### config.mk
export PLATFORM = sky130hd
export DESIGN_NAME = seq_divider
export DESIGN_NICKNAME = d
export VERILOG_FILES = /design/src/rtl/seq_div_pkg.sv /design/src/rtl/seq_div_step.sv /design/src/rtl/seq_divider.sv
export SDC_FILE = /design/constraint.sdc
export NUM_CORES = 1
export LEC_CHECK = 0
export CORE_UTILIZATION = 35
export CTS_BUF_LIST = sky130_fd_sc_hd__clkbuf_8
export CTS_CLUSTER_DIAMETER = 100
export DETAILED_ROUTE_END_ITERATION = 10
export PLACE_DENSITY = 0.66
export SYNTH_ARGS = -nofsm -noshare
export SYNTH_HDL_FRONTEND = slang
export SYNTH_SLANG_ARGS = --single-unit
### constraint.sdc
create_clock -name sys_clk -period 4.4 [get_ports sys_clk]
set_clock_uncertainty 0.05 [all_clocks]
set_input_delay 0.44 -clock sys_clk [delete_from_list [all_inputs] [get_ports sys_clk]]
set_output_delay 0.44 -clock sys_clk [all_outputs]
set_load 0.005 [all_outputs]
### src/rtl/seq_div_pkg.sv
// Shared types and constants for the seq_divider restoring divider.
package seq_div_pkg;

  typedef enum logic [1:0] {
    IDLE = 2'd0,
    CALC = 2'd1,
    DONE = 2'd2
  } state_e;

  localparam int DEF_DIVIDEND_W = 25;
  localparam int DEF_DIVISOR_W  = 16;
  localparam int DEF_FRAC_W     = 16;

  function automatic int calc_iter(input int dividend_w, input int frac_w);
    return dividend_w + frac_w;
  endfunction

endpackage

### src/rtl/seq_div_step.sv
// One restoring-division iteration: shift a bit into the remainder, compare, subtract.
module seq_div_step #(
  parameter int DIVISOR_W = 16
) (
  input  logic [DIVISOR_W:0]   rem_in,
  input  logic                 bit_in,
  input  logic [DIVISOR_W-1:0] divisor,
  output logic [DIVISOR_W:0]   rem_out,
  output logic                 q_bit
);

  logic [DIVISOR_W+1:0] trial;
  logic [DIVISOR_W+1:0] ext_div;

  always_comb begin
    trial   = {rem_in, bit_in};
    ext_div = {2'b00, divisor};
    q_bit   = (trial >= ext_div);
    // The restored remainder is always below the divisor, so the top bit is free to drop.
    rem_out = (DIVISOR_W+1)'(q_bit ? trial - ext_div : trial);
  end

endmodule

### src/rtl/seq_divider.sv
// Multi-cycle radix-2 restoring divider with fractional bits and valid/ready handshakes.
// Define SEQ_DIV_SIGNED_EN to honour signed_mode (two's-complement operands and result).
module seq_divider
  import seq_div_pkg::*;
#(
  parameter int DIVIDEND_W = DEF_DIVIDEND_W,
  parameter int DIVISOR_W  = DEF_DIVISOR_W,
  parameter int FRAC_W     = DEF_FRAC_W
) (
  input  logic                  sys_clk,
  input  logic                  sys_rst,
  input  logic                  in_valid,
  output logic                  in_ready,
  input  logic [DIVIDEND_W-1:0] dividend,
  input  logic [DIVISOR_W-1:0]  divisor,
  input  logic                  signed_mode,
  output logic                  out_valid,
  input  logic                  out_ready,
  output logic [DIVIDEND_W-1:0] quotient,
  output logic [FRAC_W-1:0]     fractional,
  output logic                  div_by_zero
);

  localparam int ITER  = calc_iter(DIVIDEND_W, FRAC_W);
  localparam int CNT_W = $clog2(ITER + 1);

  state_e                state_q, state_d;
  logic [CNT_W-1:0]      cnt_q, cnt_d;
  logic [DIVISOR_W:0]    rem_q, rem_d, rem_nxt;
  logic [ITER-1:0]       sh_q, sh_d;
  logic [ITER-1:0]       res_q, res_d;
  logic [DIVISOR_W-1:0]  dvs_q, dvs_d;
  logic                  dbz_q, dbz_d;
  logic [DIVIDEND_W-1:0] dvd_mag;
  logic [DIVISOR_W-1:0]  dvs_mag;
  logic                  q_bit;

  seq_div_step #(.DIVISOR_W(DIVISOR_W)) u_step (
    .rem_in  (rem_q),
    .bit_in  (sh_q[ITER-1]),
    .divisor (dvs_q),
    .rem_out (rem_nxt),
    .q_bit   (q_bit)
  );

`ifdef SEQ_DIV_SIGNED_EN
  logic neg_q, neg_d;

  always_comb begin
    dvd_mag = (signed_mode && dividend[DIVIDEND_W-1]) ? -dividend : dividend;
    dvs_mag = (signed_mode && divisor[DIVISOR_W-1])   ? -divisor  : divisor;
  end

  always_ff @(posedge sys_clk or posedge sys_rst) begin
    if (sys_rst) neg_q <= 1'b0;
    else         neg_q <= neg_d;
  end
`else
  logic unused_signed_mode;
  assign unused_signed_mode = signed_mode;
  assign dvd_mag = dividend;
  assign dvs_mag = divisor;
`endif

  always_comb begin
    state_d = state_q;
    cnt_d   = cnt_q;
    rem_d   = rem_q;
    sh_d    = sh_q;
    res_d   = res_q;
    dvs_d   = dvs_q;
    dbz_d   = dbz_q;
`ifdef SEQ_DIV_SIGNED_EN
    neg_d   = neg_q;
`endif
    case (state_q)
      IDLE: begin
        if (in_valid) begin
          dvs_d = dvs_mag;
          cnt_d = '0;
          rem_d = '0;
          sh_d  = ITER'(dvd_mag) << FRAC_W;
`ifdef SEQ_DIV_SIGNED_EN
          neg_d = signed_mode & (dividend[DIVIDEND_W-1] ^ divisor[DIVISOR_W-1]);
`endif
          if (divisor == '0) begin
            res_d   = '1;
            dbz_d   = 1'b1;
            state_d = DONE;
          end else begin
            res_d   = '0;
            dbz_d   = 1'b0;
            state_d = CALC;
          end
        end
      end
      CALC: begin
        // The extra cycle after the last iteration applies the sign correction.
        if (cnt_q == CNT_W'(ITER)) begin
`ifdef SEQ_DIV_SIGNED_EN
          res_d = neg_q ? -res_q : res_q;
`endif
          state_d = DONE;
        end else begin
          rem_d = rem_nxt;
          sh_d  = sh_q << 1;
          res_d = {res_q[ITER-2:0], q_bit};
          cnt_d = cnt_q + CNT_W'(1);
        end
      end
      DONE: begin
        if (out_ready) state_d = IDLE;
      end
      default: state_d = IDLE;
    endcase
  end

  always_ff @(posedge sys_clk or posedge sys_rst) begin
    if (sys_rst) begin
      state_q <= IDLE;
      cnt_q   <= '0;
      rem_q   <= '0;
      sh_q    <= '0;
      res_q   <= '0;
      dvs_q   <= '0;
      dbz_q   <= 1'b0;
    end else begin
      state_q <= state_d;
      cnt_q   <= cnt_d;
      rem_q   <= rem_d;
      sh_q    <= sh_d;
      res_q   <= res_d;
      dvs_q   <= dvs_d;
      dbz_q   <= dbz_d;
    end
  end

  assign in_ready    = (state_q == IDLE);
  assign out_valid   = (state_q == DONE);
  assign quotient    = res_q[ITER-1:FRAC_W];
  assign div_by_zero = dbz_q;

  if (FRAC_W > 0) begin : g_frac
    assign fractional = res_q[FRAC_W-1:0];
  end else begin : g_nofrac
    assign fractional = '0;
  end

endmodule

# --- Word-level counts from Yosys, hierarchy flattened ---
# Index checks and enable logic that the tools add are counted.
word_totals:
  input_bits: 46
  ff_bits: 124
classes:
  n_addsub: 2
  n_eq_ne: 7
  n_mux: 20
  magnitude_cmp: 1
  n_reduce_logical: 6
op_table:
  columns: ["op", "n"]
  rows:
  - ["$mux 41", 5]
  - ["$pmux 41 s2", 2]
  - ["$mux 17", 3]
  - ["$pmux 17 s2", 1]
  - ["$ge 18x16->1", 1]
  - ["$sub 17x16->17", 1]
  - ["$logic_not 16->1", 1]
  - ["$mux 6", 2]
  - ["$pmux 6 s2", 1]
  - ["$mux 2", 4]
  - ["$add 6x1->6 const B", 1]
  - ["$eq 6x6->1 const B", 1]
  - ["$ne 2x2->1 const B", 3]
  - ["$pmux 2 s3", 1]
  - ["$reduce_and 3->1", 2]
  - ["$eq 2x1->1 const B", 1]
  - ["$eq 2x2->1 const B", 1]
  - ["$logic_not 2->1", 1]
  - ["$ne 2x1->1 const B", 1]
  - ["$reduce_and 2->1", 1]
  - ["$reduce_bool 2->1", 1]
  - ["$mux 1", 1]

# --- Depth between registers and ports, before layout ---
depth:
  ltp_word: 4
  ltp_mapped: 11
  ltp_nobuf: 9

# --- By module ---
# A second synthesis with hierarchy kept.
hier_totals:
  cells_unflattened: 651
  area_unflattened_um2: 5860.6
modules_own_cells:
  columns: ["mod", "instances", "area_each_um2", "seq_area_each_um2", "cells_per_inst"]
  rows:
  - ["seq_divider", 1, 4700.8, 2702.6, 488]
  - ["seq_div_step", 1, 1159.9, 0.0, 163]

# --- Worst setup path after synthesis ---
# Ideal clock, no wire load.
synth_timing:
  kind: "register to register"
  startpoint: "reg dvs_q[0]"
  endpoint: "reg rem_q[9]"
  path_stages_with_launch: 11
  setup_time_ns: 0.134
  slack_ns: 2.178
  path_buffers: 2
  arrival_time_ns: 2.039
  path_cell_list: "dfrtp_1 ha_1 fa_1 nand2b_1 a21oi_1 o21ai_0 a21oi_1 buf_4 buf_6 o31a_1 o31ai_1"
synth_via:
  elab_chain_len: 4
  elab_cells_between_ends: 5
synth_rtl:
  columns: ["item", "line_no", "source"]
  rows:
  - ["from (decl)", "seq_divider.sv:32", "logic [DIVISOR_W-1:0] dvs_q, dvs_d;"]
  - ["from (signal assigned)", "seq_divider.sv:133", "dvs_q <= dvs_d;"]
  - ["$sub 17x16->17 / $ge 18x16->1 (equally long branches)", "seq_div_step.sv:20, seq_div_step.sv:18", null]
  - ["$mux 17 (*)", "seq_div_step.sv:20", "rem_out = (DIVISOR_W+1)'(q_bit ? trial - ext_div : trial);"]
  - ["$mux 17 (*)", "seq_divider.sv:99", "if (cnt_q == CNT_W'(ITER)) begin"]
  - ["$pmux 17 s2 (*)", "seq_divider.sv:76", "case (state_q)"]
  - ["to (signal assigned)", "seq_divider.sv:130", "rem_q <= rem_d;"]
  - ["to (decl)", "seq_divider.sv:29", "logic [DIVISOR_W:0] rem_q, rem_d, rem_nxt;"]
# Mark *: on every way between the ends. The rest lies on a longest branch, timed or not. The select of a mux whose other input is x is not followed.
# A chain may end at the register's enable or synchronous reset.

# --- Worst setup path in the final report ---
layout_timing:
  startpoint: "reg rem_q[10]"
  endpoint: "reg rem_q[2]"
layout_via:
  elab_chain_len: 4
layout_rtl:
  columns: ["item", "line_no", "source"]
  rows:
  - ["$ge 18x16->1", "seq_div_step.sv:18", "q_bit = (trial >= ext_div);"]
  - ["$mux 17", "seq_div_step.sv:20", null]
  - ["$mux 17", "seq_divider.sv:99", null]
  - ["$pmux 17 s2", "seq_divider.sv:76", null]
# No other way between the ends. The select of a mux whose other input is x is not followed.

==> impl_metrics.env <==
export IMPL_drt_first_iter_violations=354
export IMPL_ys_ff_latch=108
export IMPL_syn2layout_area_growth_pct=22.5
export IMPL_synth_largest_area_cell="dfrtp_1"
export IMPL_tns_ns=0
export IMPL_synth_fp_nets=638
export IMPL_overflow=0
export IMPL_cts_resized=0
export IMPL_antenna_found_initial=0
export IMPL_slowest_delay_ns=0.62
export IMPL_total_power_w=0.00581
export IMPL_synthCells=573
export IMPL_clkTransAtPathRegs_ns=0.10
export IMPL_finalSetupViolCount=0
export IMPL_status="finished clean"
export IMPL_synthFlopType="dfrtp_1"
export IMPL_drive_above_1_share_pct=4.98
export IMPL_synthDistinctLibCells=57
export IMPL_gp_congestion=0.879
export IMPL_instances_no_fill=854
export IMPL_start_util_pct=36.1
export IMPL_synth_edf_count=0
export IMPL_seq_area_sq_um=2700
export IMPL_yosys_top_cells_area="dfrtp_1, a221o_1, nand2_1"
export IMPL_p_comb_share_pct=56.0
export IMPL_fp_row_count=45
export IMPL_nFillCells=1508
export IMPL_worst_pin_slew_ns=1.14
export IMPL_grt_max_degree=69
export IMPL_cp_max_fo=20
export IMPL_clkPwrFrac_pct=12.6
export IMPL_p_per_area_nw_per_um2=859
export IMPL_ys_warn_count=0
export IMPL_fin_crit_ns=2.97
export IMPL_hold_viol_final=0
export IMPL_wl_mm=13.3
export IMPL_cp_num_buf_inv=0
export IMPL_multiInputGateArea_sq_um=2540
export IMPL_synth_seq_area_share_pct=48.9
export IMPL_grt_setup_unrepaired="false"
export IMPL_slowest_stage="or2_1"
export IMPL_post_dp_hpwl_mm=8.98
export IMPL_synth_top_area_share_pct=48.9
export IMPL_p_leak_nw=2.88
export IMPL_period_share_pct=67.4
export IMPL_die_y_microns=128
export IMPL_root_buffer="clkbuf_8"
export IMPL_drtPass1Iterations=5
export IMPL_netlist_area_sq_um=5520
export IMPL_num_io_pins=90
export IMPL_critPathTopFamily="simple AND/OR/NAND/NOR gates"
export IMPL_max_freq_mhz=337
export IMPL_crit_chain="ha_1, a21oi_2, o2bb2ai_2, o21ai_2, nand2_1, or2_1, a221o_1"
export IMPL_vias=4683
export IMPL_dp_cells=839
export IMPL_switching_share_pct=41.4
export IMPL_drc_errors=0
export IMPL_grt_pass1_wl_mm=21.8
export IMPL_grt_pass1_vias=4470
export IMPL_hold_buffers=0
export IMPL_clkLatencyLatePin_ns=0.39
export IMPL_maxCapViolations=0
export IMPL_syn_avg_cell_area_sq_um=9.64
export IMPL_relSlewSlack_pct=24.1
export IMPL_crit_type="reg2reg"
export IMPL_numCtsBuffers=9
export IMPL_grt_usage_pct=16.8
export IMPL_ant_nets=0
export IMPL_htree_levels=3
export IMPL_via_per_inst=5.48
export IMPL_routedWlPerCell_microns=15.6
export IMPL_synth_most_common_cell="nand2_1"
export IMPL_die_w_microns=128
export IMPL_cp_data_required_time_ns=4.63
export IMPL_cts_tree="done"
export IMPL_postCtsSetupBuffers=0
export IMPL_dieArea_sq_um=16300
export IMPL_ir_drop_mv=0.380
export IMPL_slew_violations=0
export IMPL_timing_critical_path_arrival_ns=3.19
export IMPL_clockBufferDepth=2
export IMPL_num_nets_final=704
export IMPL_diodes=0
export IMPL_io_buffers=88
export IMPL_worstSetupEndpointType="flip-flop"
export IMPL_internal_power_w=0.00341
export IMPL_start_kind="flip-flop"
export IMPL_p_switching_w=0.00241
export IMPL_power_frac_seq_pct=31.4
export IMPL_clock_sinks=108
export IMPL_hold_class="reg2reg"
export IMPL_synth_common_cells="nand2_1, dfrtp_1, a221o_1, nor2_1, o21ai_0"
export IMPL_async_flop_share_pct=100
export IMPL_core_area_sq_um=15300
per-layer routing:
| metal | GRT usage, % | share of wire (%) | vias to the layer above |
|---|---|---|---|
| met4 | 4.15 | 1.2 | 0 |
| li1 | - | - | 2218 |
| met2 | 27.2 | 46 | 136 |
| met1 | 22.5 | 48 | 2319 |
| met5 | 0 | 0 | - |
| met3 | 4.36 | 5.3 | 10 |
placed cells by master (no fill, tap or decap), types with 4 or more instances in the layout:
master	synthesis	layout
a21o_1	6	6
a21oi_1	23	23
a221o_1	42	42
a22oi_1	6	6
a31oi_1	18	18
buf_4	4	8
clkbuf_8	0	9
clkdlybuf4s50_1	0	88
dfrtp_1	108	108
ha_1	18	18
inv_1	21	21
nand2_1	111	111
nand2b_1	6	6
nand4_1	4	4
nor2_1	36	35
nor3_1	8	8
nor4_1	7	7
o211ai_1	14	14
o21ai_0	28	28
o31a_1	6	6
o31ai_1	6	6
or3_1	4	4
xnor2_1	10	10
xor2_1	4	4
power by group through the flow:
stage	combinational [W]	sequential, W	clock (W)
after floorplan	0.00241	0.00177	0
after global placement	0.00313	0.00182	0
after detailed placement	0.00324	0.00184	0
after CTS	0.00325	0.00182	0.000760
after global routing	0.00361	0.00189	0.000792
final	0.00325	0.00183	0.000732
sequential cells by signal, indices dropped and copies added (netlist names):
name         cells
res_q           41
rem_q           17
div_by_zero      1
state_q          2
cnt_q            6
dvs_q           16
sh_q            25
final timing paths:
kind / from / end / slack, ns / cells past startpoint
worst max-delay path: rem_q[10]$_DFFE_PP0P_ / rem_q[2]$_DFFE_PP0P_ / 1.43 / 7
worst min-delay path: sh_q[35]$_DFFE_PP0P_ / sh_q[35]$_DFFE_PP0P_ / 0.44 / 2
worst max register to register: rem_q[10]$_DFFE_PP0P_ / rem_q[2]$_DFFE_PP0P_ / 1.43 / 7
worst min register to register: sh_q[35]$_DFFE_PP0P_ / sh_q[35]$_DFFE_PP0P_ / 0.44 / 2
max in group asynchronous: sys_rst / sh_q[30]$_DFFE_PP0P_ / 2.90 / 3
min in group asynchronous: sys_rst / sh_q[26]$_DFFE_PP0P_ / 0.49 / 2
tightest hold or removal path, cell delays in order (launching register included):
cell and delay, ns:
dfrtp_1 0.36, nand2_1 0.05, nand2_1 0.05
per-stage QoR:
stage | setup slack (ns) | hold WS [ns] | area, sq um | util [%]
after floorplan | 1.06 | 0.396 | 5520 | -
after global placement | 1.56 | 0.412 | 6530 | 42.6
after detailed placement | 1.51 | 0.414 | 6530 | 42.6
after CTS | 1.49 | 0.439 | 6770 | 44.2
after global routing | 1.31 | 0.466 | 6770 | 44.2
final | 1.43 | 0.436 | 6770 | 44.2
cell type report:
| cell class | instances | share of cell area (%) |
|---|---|---|
| Sequential cell | 108 | 39.9 |
| Multi-Input combinational cell | 403 | 37.6 |
| Timing Repair Buffer | 96 | 13.9 |
| Tap cell | 211 | 3.90 |
| Clock buffer | 9 | 1.83 |
| Clock inverter | 6 | 1.65 |
| Inverter | 21 | 1.20 |
kinds of logic after synthesis:
| group | count (synthesis) | share of synthesized area (%) |
|---|---|---|
| AND/OR/NAND/NOR | 194 | 15.2 |
| adder cells (fa/ha/maj) | 19 | 4.44 |
| buffers and inverters | 62 | 5.37 |
| AO/OA/AOI/OAI | 175 | 23.6 |
| XOR/XNOR | 14 | 2.22 |
| flip-flops | 108 | 48.9 |
| multiplexers | 1 | 0.204 |
Note: power is estimated with default switching activity, not from simulation.
